==> config.mk <==
export PLATFORM = sky130hd
export DESIGN_NAME = serial_addsub_ctrl
export DESIGN_NICKNAME = d
export VERILOG_FILES = /design/src/rtl/serial_addsub_ctrl.sv
export SDC_FILE = /design/constraint.sdc
export NUM_CORES = 1
export LEC_CHECK = 0
export ABC_AREA = 1
export CAP_MARGIN = 20
export CORE_ASPECT_RATIO = 0.75
export CORE_UTILIZATION = 53
export CTS_CLUSTER_DIAMETER = 150
export DETAILED_ROUTE_END_ITERATION = 8
export GPL_ROUTABILITY_DRIVEN = 0
export PLACE_DENSITY_LB_ADDON = 0.05
export SLEW_MARGIN = 20
export SYNTH_ARGS = -nofsm -noshare
export SYNTH_HDL_FRONTEND = slang
export SYNTH_HIERARCHICAL = 1
export SYNTH_SLANG_ARGS = --single-unit
==> constraint.sdc <==
create_clock -name clk -period 5.77 [get_ports clk]
set_input_delay 1.4425 -clock clk [delete_from_list [all_inputs] [get_ports clk]]
set_output_delay 1.4425 -clock clk [all_outputs]
set_load 0.005 [all_outputs]
==> src/rtl/serial_addsub_ctrl.sv <==
// Bit-serial add/subtract sequencer: one full-adder cell, a registered carry and
// shift registers produce a WIDTH-bit sum/difference with carry, overflow and zero flags.

module full_adder (
    input  logic a,
    input  logic b,
    input  logic cin,
    output logic s,
    output logic cout
);
    assign s    = a ^ b ^ cin;
    assign cout = (a & b) | (cin & (a ^ b));
endmodule

module serial_addsub_ctrl #(
    parameter int WIDTH = 32
) (
    input  logic             clk,
    input  logic             rst,
    input  logic             start,
    input  logic             sub,
    input  logic [WIDTH-1:0] a,
    input  logic [WIDTH-1:0] b,
    output logic             busy,
    output logic             done,
    output logic [WIDTH-1:0] result,
    output logic             cout,
    output logic             overflow,
    output logic             zero
);
    localparam int CNT_W = (WIDTH > 1) ? $clog2(WIDTH) : 1;
    localparam logic [CNT_W-1:0] LAST_BIT = CNT_W'(WIDTH - 1);

    typedef enum logic [1:0] {
        IDLE = 2'd0,
        RUN  = 2'd1,
        DONE = 2'd2
    } state_t;

    state_t state_reg, state_next;

    logic [WIDTH-1:0] a_sh_reg;
    logic [WIDTH-1:0] b_sh_reg;
    logic [WIDTH-1:0] res_sh_reg;
    logic [CNT_W-1:0] cnt_reg;
    logic             carry_reg;

    logic [WIDTH-1:0] result_reg;
    logic             cout_reg;
    logic             overflow_reg;
    logic             zero_reg;

    logic             load;
    logic             step;
    logic             last;

    logic             fa_s;
    logic             fa_c;
    logic [WIDTH-1:0] res_final;

    // The single adder cell shared by every bit position.
    full_adder u_fa (
        .a    (a_sh_reg[0]),
        .b    (b_sh_reg[0]),
        .cin  (carry_reg),
        .s    (fa_s),
        .cout (fa_c)
    );

    // Value the result shift register will hold after the final RUN edge.
    assign res_final = {fa_s, res_sh_reg[WIDTH-1:1]};

    always_ff @(posedge clk or posedge rst) begin
        if (rst) begin
            state_reg <= IDLE;
        end else begin
            state_reg <= state_next;
        end
    end

    // DONE always falls back to IDLE, so a held start is re-accepted one
    // cycle after the done pulse.
    always_comb begin
        state_next = state_reg;
        load       = 1'b0;
        step       = 1'b0;
        last       = 1'b0;
        case (state_reg)
            IDLE: begin
                if (start) begin
                    load       = 1'b1;
                    state_next = RUN;
                end
            end
            RUN: begin
                step = 1'b1;
                if (cnt_reg == LAST_BIT) begin
                    last       = 1'b1;
                    state_next = DONE;
                end
            end
            DONE: begin
                state_next = IDLE;
            end
            default: begin
                state_next = IDLE;
            end
        endcase
    end

    // Subtraction is a + ~b + 1: invert B on load and seed the carry with 1.
    always_ff @(posedge clk or posedge rst) begin
        if (rst) begin
            a_sh_reg   <= '0;
            b_sh_reg   <= '0;
            res_sh_reg <= '0;
            cnt_reg    <= '0;
            carry_reg  <= 1'b0;
        end else if (load) begin
            a_sh_reg  <= a;
            b_sh_reg  <= sub ? ~b : b;
            carry_reg <= sub;
            cnt_reg   <= '0;
        end else if (step) begin
            a_sh_reg   <= a_sh_reg >> 1;
            b_sh_reg   <= b_sh_reg >> 1;
            res_sh_reg <= res_final;
            carry_reg  <= fa_c;
            cnt_reg    <= cnt_reg + CNT_W'(1);
        end
    end

    // On the MSB step carry_reg is the carry into the MSB, fa_c the carry out.
    always_ff @(posedge clk or posedge rst) begin
        if (rst) begin
            result_reg   <= '0;
            cout_reg     <= 1'b0;
            overflow_reg <= 1'b0;
            zero_reg     <= 1'b0;
        end else if (last) begin
            result_reg   <= res_final;
            cout_reg     <= fa_c;
            overflow_reg <= carry_reg ^ fa_c;
            zero_reg     <= (res_final == '0);
        end
    end

    assign busy     = (state_reg != IDLE);
    assign done     = (state_reg == DONE);
    assign result   = result_reg;
    assign cout     = cout_reg;
    assign overflow = overflow_reg;
    assign zero     = zero_reg;

endmodule
==> After elaboration in Yosys (flattened, before gate mapping) <==
Index checks and enable logic that the tools add are counted.
{ "word_totals": {"ff_bits": 139, "inputBits": 68, "output_inout_bits": 37, "word_cells": 47} }
{ "classes": {"n_addsub": 1, "eq_ne": 5, "muxes": 17, "bitwise": 8, "n_reduce_logical": 6} }
{ "ops": {"columns": ["op", "count"], "rows": [
  ["32-bit 2-to-1 mux", 5],
  ["32-bit logical NOT", 1],
  ["32-bit NOT", 1],
  ["5-bit 2-to-1 mux", 2],
  ["1-bit 2-to-1 mux", 7],
  ["5-bit by 1-bit adder with 5-bit output (second input constant)", 1],
  ["5-bit == test (second input constant)", 1],
  ["2-bit 2-to-1 mux", 2],
  ["2-bit != test (second input constant)", 2],
  ["2-bit case mux with 2 select lines", 1],
  ["2-bit AND reduction", 2],
  ["2-bit nonzero test", 2],
  ["1-bit bitwise XOR", 3],
  ["1-bit bitwise AND", 2],
  ["2-bit by 1-bit == test with 1-bit output (second input constant)", 1],
  ["2-bit == test (second input constant)", 1],
  ["2-bit logical NOT", 1],
  ["1-bit NOT", 1],
  ["1-bit OR", 1]
]} }

==> Longest topological paths before layout <==
Gate-level depths: netlist of the first run.
{ "logic_depth": {"depth_word": 5, "depth_mapped": 10, "mapped_depth_nobuf": 10} }

==> By module <==
Netlist of the first run, hierarchy kept.
{ "by_module_without_submodules": {"columns": ["mod", "instances", "cells_each", "area_each_um2", "seq_area_each_um2"], "rows": [
  ["serial_addsub_ctrl", 1, 680, 6213.5, 3453.3],
  ["full_adder", 1, 1, 20.0, 0.0]
]} }

==> Worst setup path before layout of the first run <==
No wires, ideal clock.
{ "synth_timing": {"path_kind": "input to register", "startpoint": "input port sub", "endpoint": "register b_sh_reg[13]", "setup_time_ps": 125, "t_arrival_ps": 2135, "required_time_ps": 5645, "slack_ps": 3510, "stages": 5, "path_buffers": 2, "path_cell_list": "buf_4 -> buf_2 -> xor2_1 -> o21ai_0 -> o21ai_1"} }
{ "synth_between": {"elab_chain_len": 2} }
{ "synth_lines": {"columns": ["item", "line_no", "text"], "rows": [
  ["start, declared", "21", "input logic sub,"],
  ["32-bit 2-to-1 mux", "121", "b_sh_reg <= sub ? ~b : b;"],
  ["32-bit 2-to-1 mux", "119", "end else if (load) begin"],
  ["end signal, assigned", "121", null],
  ["end signal, assigned", "126", "b_sh_reg <= b_sh_reg >> 1;"],
  ["end, declared", "43", "logic [WIDTH-1:0] b_sh_reg;"]
]} }
Every way passes these cells.
A chain may end at the register's enable or synchronous reset.

==> Worst setup path in the final report of the first run <==
{ "layout_timing": {"startpoint": "input port start", "endpoint": "register a_sh_reg[27]"} }
{ "layout_between": {"elab_chain_len": 3, "elab_cells_between_ends": 4, "classes_between": "3 x mux; 1 x reduce/logical"} }
{ "layout_lines": {"columns": ["item", "line_no", "text"], "rows": [
  ["start, declared", "20", "input logic start,"],
  ["1-bit 2-to-1 mux *", "90", "if (start) begin"],
  ["1-bit 2-to-1 mux *", "88", "case (state_reg)"],
  ["32-bit 2-to-1 mux or 2-bit nonzero test (tied branches)", null, null],
  ["end signal, assigned", "125", "a_sh_reg <= a_sh_reg >> 1;"],
  ["end, declared", "42", "logic [WIDTH-1:0] a_sh_reg;"]
]} }
Every way passes the cells marked *; elsewhere a longest branch is shown, timed or not.

==> results.yml, run 1 <==
status:
  status: "complete, no violations"
clock_network:
  htree_levels: 4
  cts_buffer_depth: 2
  insertion_delay_ps: 410
  cts_tree: "built"
  post_cts_resized: 0
  hold_buffers: 0
  clk_transition_reported_paths_ps: 50
  clockRootBuffer: "clkbuf_16"
  postCtsSetupBuffers: 0
  cts_sinks: 138
  cts_buffers: 17
cells_and_area:
  layout_common_cells: "180 x nand2_1, 138 x dfrtp_1, 103 x clkdlybuf4s50_1"
  fin_area_um2: 7810
  fillers: 883
  n_antenna_cell: 0
  layout-drive-gt1-share: 0.0708
  nets: 836
  fin_cells: 934
  syn2layout_area_growth_pct: 25.3
  final_common_cell: "nand2_1"
power_and_ir_drop:
  comb_power_share: 0.336
  power.internal_uw: 2660
  netSwitchingFraction: 0.338
  clockPowerShare: 0.270
  seqPwrFrac: 0.395
  switchingPower_uw: 1360
  ir_worst_vdd_uv: 272
  p_per_area_nw_per_um2: 515
  p_leak_uw: 0.00366
worst_setup_path:
  critPathLaunchType: "input pin"
  rr_worst_depth: 8
  crit_required_ps: 6070
  worstSetupPathType: "input pin to flop"
  worstReg2RegStart: "cnt_reg[1]"
  path_max_fanout: 70
  endpoint_kind: "flop"
  cp-startpoint: "start"
  cp.arrival_ps: 3420
yosys:
  ys_ff_latch: 138
  post_synth_instance_area_um2: 6230
  synthCells: 681
  synth_area_per_cell_um2: 9.15
  yosysWarningCount: 6
  syn_nets: 752
  synth_cell_type_count: 29
  yosysSeqAreaShare: 0.554
detailed_routing:
  drc: 0
  drtIter0Drc: 351
  vias: 4808
  dr.pass1.iters: 5
  antenna_left: 0
  vias_per_cell: 5.15
  routed_wl_um: 12900
  wl_per_cell_um: 13.8
sta:
  fin_worst_skew_ps: 9.29
  max_freq_ghz: 0.320
  period_share: 0.541
  drv_slew: 0
  finalSetupTns_ps: 0
  hold_violations: 0
  rsz0062_at_grt: "false"
  period_needed_ps: 3120
  tightest_slew_ps: 953
  finalSetupViolCount: 0
  slew_headroom: 0.365
global_routing:
  grt_antenna_before_repair: 0
  grt_start_max_net_pins: 111
  grt_use_total: 0.230
  grt_pass1_vias: 4512
  grt_pass1_wl_um: 21700
  grt-ovfl-total: 0
floorplanning:
  fp.dieW_um: 127
  fp.coreArea_um2: 11200
  fp.dieH_um: 95.9
  io_pins: 105
  start_util: 0.557
  dieArea_um2: 12200
  rows: 33
worst_hold_path:
  hold_path_depth: 2
  hold_class: "flop to flop"
  min_from: "result[17]"
place:
  placed_area_um2: 7220
  dp_hpwl_um: 7850
  placedCellCount: 903
  io_buffers: 104
run:
  maxCapViolCount: 0
==> stage by stage <==
step	setup WS [ps]	utilization	hold WS, ps	power, uW
CTS	2650	0.698	481	4050
finish	2650	0.698	479	4020
floorplan	631	-	453	2540
global route	2470	0.698	503	4320
detailed placement	2290	0.645	466	2930
global placement	1930	0.645	462	2860
==> cell type report <==
type	instances	area (um^2)	area share
timing repair buffer	106	1050	0.135
inverter	89	339	0.0434
clock inverter	11	146	0.0187
tap	157	196	0.0251
clock buffer	20	447	0.0572
multi-input combinational	413	2180	0.279
sequential	138	3450	0.442
==> layer usage <==
| metal | global-route usage | routed length, um | vias up | part of all wire |
|---|---|---|---|---|
| met5 | 0 | 0 | - | 0 |
| met4 | 0.0605 | 70 | 0 | 0.0054 |
| met3 | 0.0634 | 780 | 6 | 0.061 |
| met2 | 0.335 | 5730 | 137 | 0.44 |
| met1 | 0.339 | 6310 | 2313 | 0.49 |
| li1 | - | - | 2352 | - |
==> cell usage after synthesis <==
cell      count  area [um^2]
nand4_1       1         6.26
o22ai_1       2         12.5
o211ai_1      2         15.0
clkbuf_1      9         33.8
fa_1          1         20.0
nor3_1        2         10.0
ha_1          2         25.0
xnor2_1       2         17.5
clkbuf_2      1         5.00
inv_1        86          323
nand3_2       1         10.0
buf_4         3         22.5
o221ai_1     27          236
nand3_1       6         30.0
buf_6        12          135
o21ai_2      10         87.6
nand2_2       2         12.5
dfrtp_1     138         3450
or2_2         1         6.26
buf_2        16         80.1
nand2_1     180          676
nand2_4       1         11.3
nor2_1       16         60.1
o21ai_1      71          355
nor2_2        1         6.26
xor2_1       31          272
o21ai_0      51          255
inv_2         3         11.3
o221ai_2      3         45.0
==> worst max-delay path: stages <==
cell	delay [ps]
clkdlybuf4s50_1	450
nand2_4	520
nand2_4	580
o221ai_1	360
==> power by group through the flow <==
stage                     Combinational [uW]  Sequential [uW]  Clock [uW]
after global routing                    1550             1630        1140
after CTS                               1360             1590        1100
after floorplan                          979             1560           0
final                                   1350             1590        1080
after detailed placement                1340             1600           0
after global placement                  1280             1580           0
==> cells by family after synthesis <==
| kind of cell | share of synthesized area |
|---|---|
| adders and majority gates | 0.00723 |
| DFF | 0.554 |
| and+or+nand+nor | 0.133 |
| buffers and inverters | 0.0980 |
| xor gates and xnor gates | 0.0464 |
| AOI/OAI and AO/OA | 0.162 |
==> path summary, 6_finish.rpt <==
| path | to | slack, ps |
|---|---|---|
| min in group asynchronous | result[10] | 1630 |
| setup / recovery | a_sh_reg[27] | 2650 |
| hold reg to reg | result[17] | 480 |
| setup reg to reg | result[26] | 3260 |
| max in group asynchronous | a_sh_reg[5] | 3180 |
| hold / removal | result[17] | 480 |
(Power assumes the default switching activity.)
==> run 2, diff against run 1 <==
--- a/config.mk
+++ b/config.mk
@@ -8,7 +8,7 @@
 export ABC_AREA = 1
 export CAP_MARGIN = 20
 export CORE_ASPECT_RATIO = 0.75
-export CORE_UTILIZATION = 53
+export CORE_UTILIZATION = 48
 export CTS_CLUSTER_DIAMETER = 150
 export DETAILED_ROUTE_END_ITERATION = 8
 export GPL_ROUTABILITY_DRIVEN = 0
==> constraint.sdc (replaced) <==
create_clock -name clk -period 2.6 [get_ports clk]
set_input_delay 0.65 -clock clk [delete_from_list [all_inputs] [get_ports clk]]
set_output_delay 0.65 -clock clk [all_outputs]
set_load 0.005 [all_outputs]
==> run 2 against run 1 <==
Sequential cell count unchanged. Critical path depth is 1 lower. Total power increased by 130%. Worst hold slack better by 2.9 ps. Clock skew grew 7.0 ps. Clock-buffer cell count unchanged. Largest power group unchanged.
==> results.yml, run 2 (synthesis gave the netlist of run 1 again) <==
status:
  status: "complete, no violations"
floorplanning:
  fp.coreArea_um2: 12500
  fp.dieW_um: 134
  dieArea_um2: 13500
  io_pins: 105
  start_util: 0.499
  rows: 35
  fp.dieH_um: 101
global_routing:
  grt_use_total: 0.215
  grt_pass1_vias: 4565
  grt-ovfl-total: 0
  grt_pass1_wl_um: 22500
  grt_antenna_before_repair: 0
  grt_start_max_net_pins: 67
cells_and_area:
  final_common_cell: "nand2_1"
  utilization: 0.643
  layout_common_cells: "180 x nand2_1, 138 x dfrtp_1, 103 x clkdlybuf4s50_1"
  layout-drive-gt1-share: 0.0826
  nets: 846
  n_antenna_cell: 0
  fillers: 1037
  syn2layout_area_growth_pct: 28.8
worst_setup_path:
  path_buf_inv: 2
  crit_slowest_cell: "dfrtp_1"
  cp_top_family: "buffers and inverters"
  crit_required_ps: 1950
  path_max_fanout: 4
  crit_chain: "nor2_2, inv_1, clkdlybuf4s50_1"
  cp_slowest_stage_delay_ps: 440
  worstSetupPathType: "flop to output pin"
  critPathLaunchType: "flop"
  cp.arrival_ps: 1590
  endpoint_kind: "output pin"
clock_network:
  cts_buffers: 17
  hold_buffers: 0
  cts_buffer_depth: 2
  clk_transition_reported_paths_ps: 60
  insertion_delay_ps: 420
  cts_tree: "built"
  clockRootBuffer: "clkbuf_16"
  cts_sinks: 138
  postCtsSetupBuffers: 0
  post_cts_resized: 0
  htree_levels: 4
place:
  io_buffers: 104
  dp_hpwl_um: 8600
detailed_routing:
  wl_per_cell_um: 13.8
  drc: 0
  dr.pass1.iters: 5
  antenna_left: 0
  vias_per_cell: 5.00
  routed_wl_um: 13200
  drtIter0Drc: 334
  vias: 4767
sta:
  max_freq_ghz: 0.446
  hold_violations: 0
  rsz0062_at_grt: "false"
  drv_slew: 0
  hold_ws_ps: 482
  finalSetupTns_ps: 0
  slew_headroom: 0.622
  finalSetupViolCount: 0
  tightest_slew_ps: 567
  period_share: 0.862
  fin_worst_skew_ps: 16.3
  period_needed_ps: 2240
power_and_ir_drop:
  p_per_area_nw_per_um2: 1160
  p_leak_uw: 0.00376
  ir_worst_vdd_uv: 608
worst_hold_path:
  hold_class: "flop to flop"
run:
  maxCapViolCount: 0
run 2: power by group:
part / internal (uW) / switching (uW) / leakage (uW)
combinational: 1360 / 1680 / 0.00172
sequential: 3070 / 442 / 0.00173
clock: 1820 / 901 / 0.000317
run 2: per-layer routing:
layer,track usage,wire [um]
met1,0.313,6550
met2,0.317,5700
met3,0.0608,810
met4,0.0551,104
met5,0,0
run 2: tightest hold or removal path, stage by stage, from the launching register on:
cell and delay [ps]:
dfrtp_1 340, nand2_1 60, nand2_1 50
run 2: final timing paths:
kind | from | endpoint | slack, ps | cells after the start
setup reg to reg | cnt_reg[0] | result[26] | 770 | 8
max in group asynchronous | rst | res_sh_reg[31] | 1370 | 3
setup / recovery | state_reg[0] | busy | 360 | 3
hold reg to reg | result[15] | result[15] | 480 | 2
min in group asynchronous | rst | b_sh_reg[11] | 620 | 2
hold / removal | result[15] | result[15] | 480 | 2
run 2: final cells by class:
| type | count | area [um^2] | area share |
|---|---|---|---|
| Multi-Input combinational cell | 413 | 2170 | 0.271 |
| Clock inverter | 11 | 218 | 0.0271 |
| Sequential cell | 138 | 3450 | 0.430 |
| Clock buffer | 20 | 447 | 0.0557 |
| Inverter | 89 | 338 | 0.0421 |
| Timing Repair Buffer | 116 | 1190 | 0.148 |
| Tap cell | 166 | 208 | 0.0259 |
run 2: stage by stage:
stage,worst slack (ps),instances,total power [uW],cell area (um^2)
after global routing,291,953,9990,8030
final,359,953,9280,8030
after detailed placement,454,922,6590,7360
after CTS,337,953,9380,8030
after global placement,500,922,6460,7360
after floorplan,229,681,5630,6240
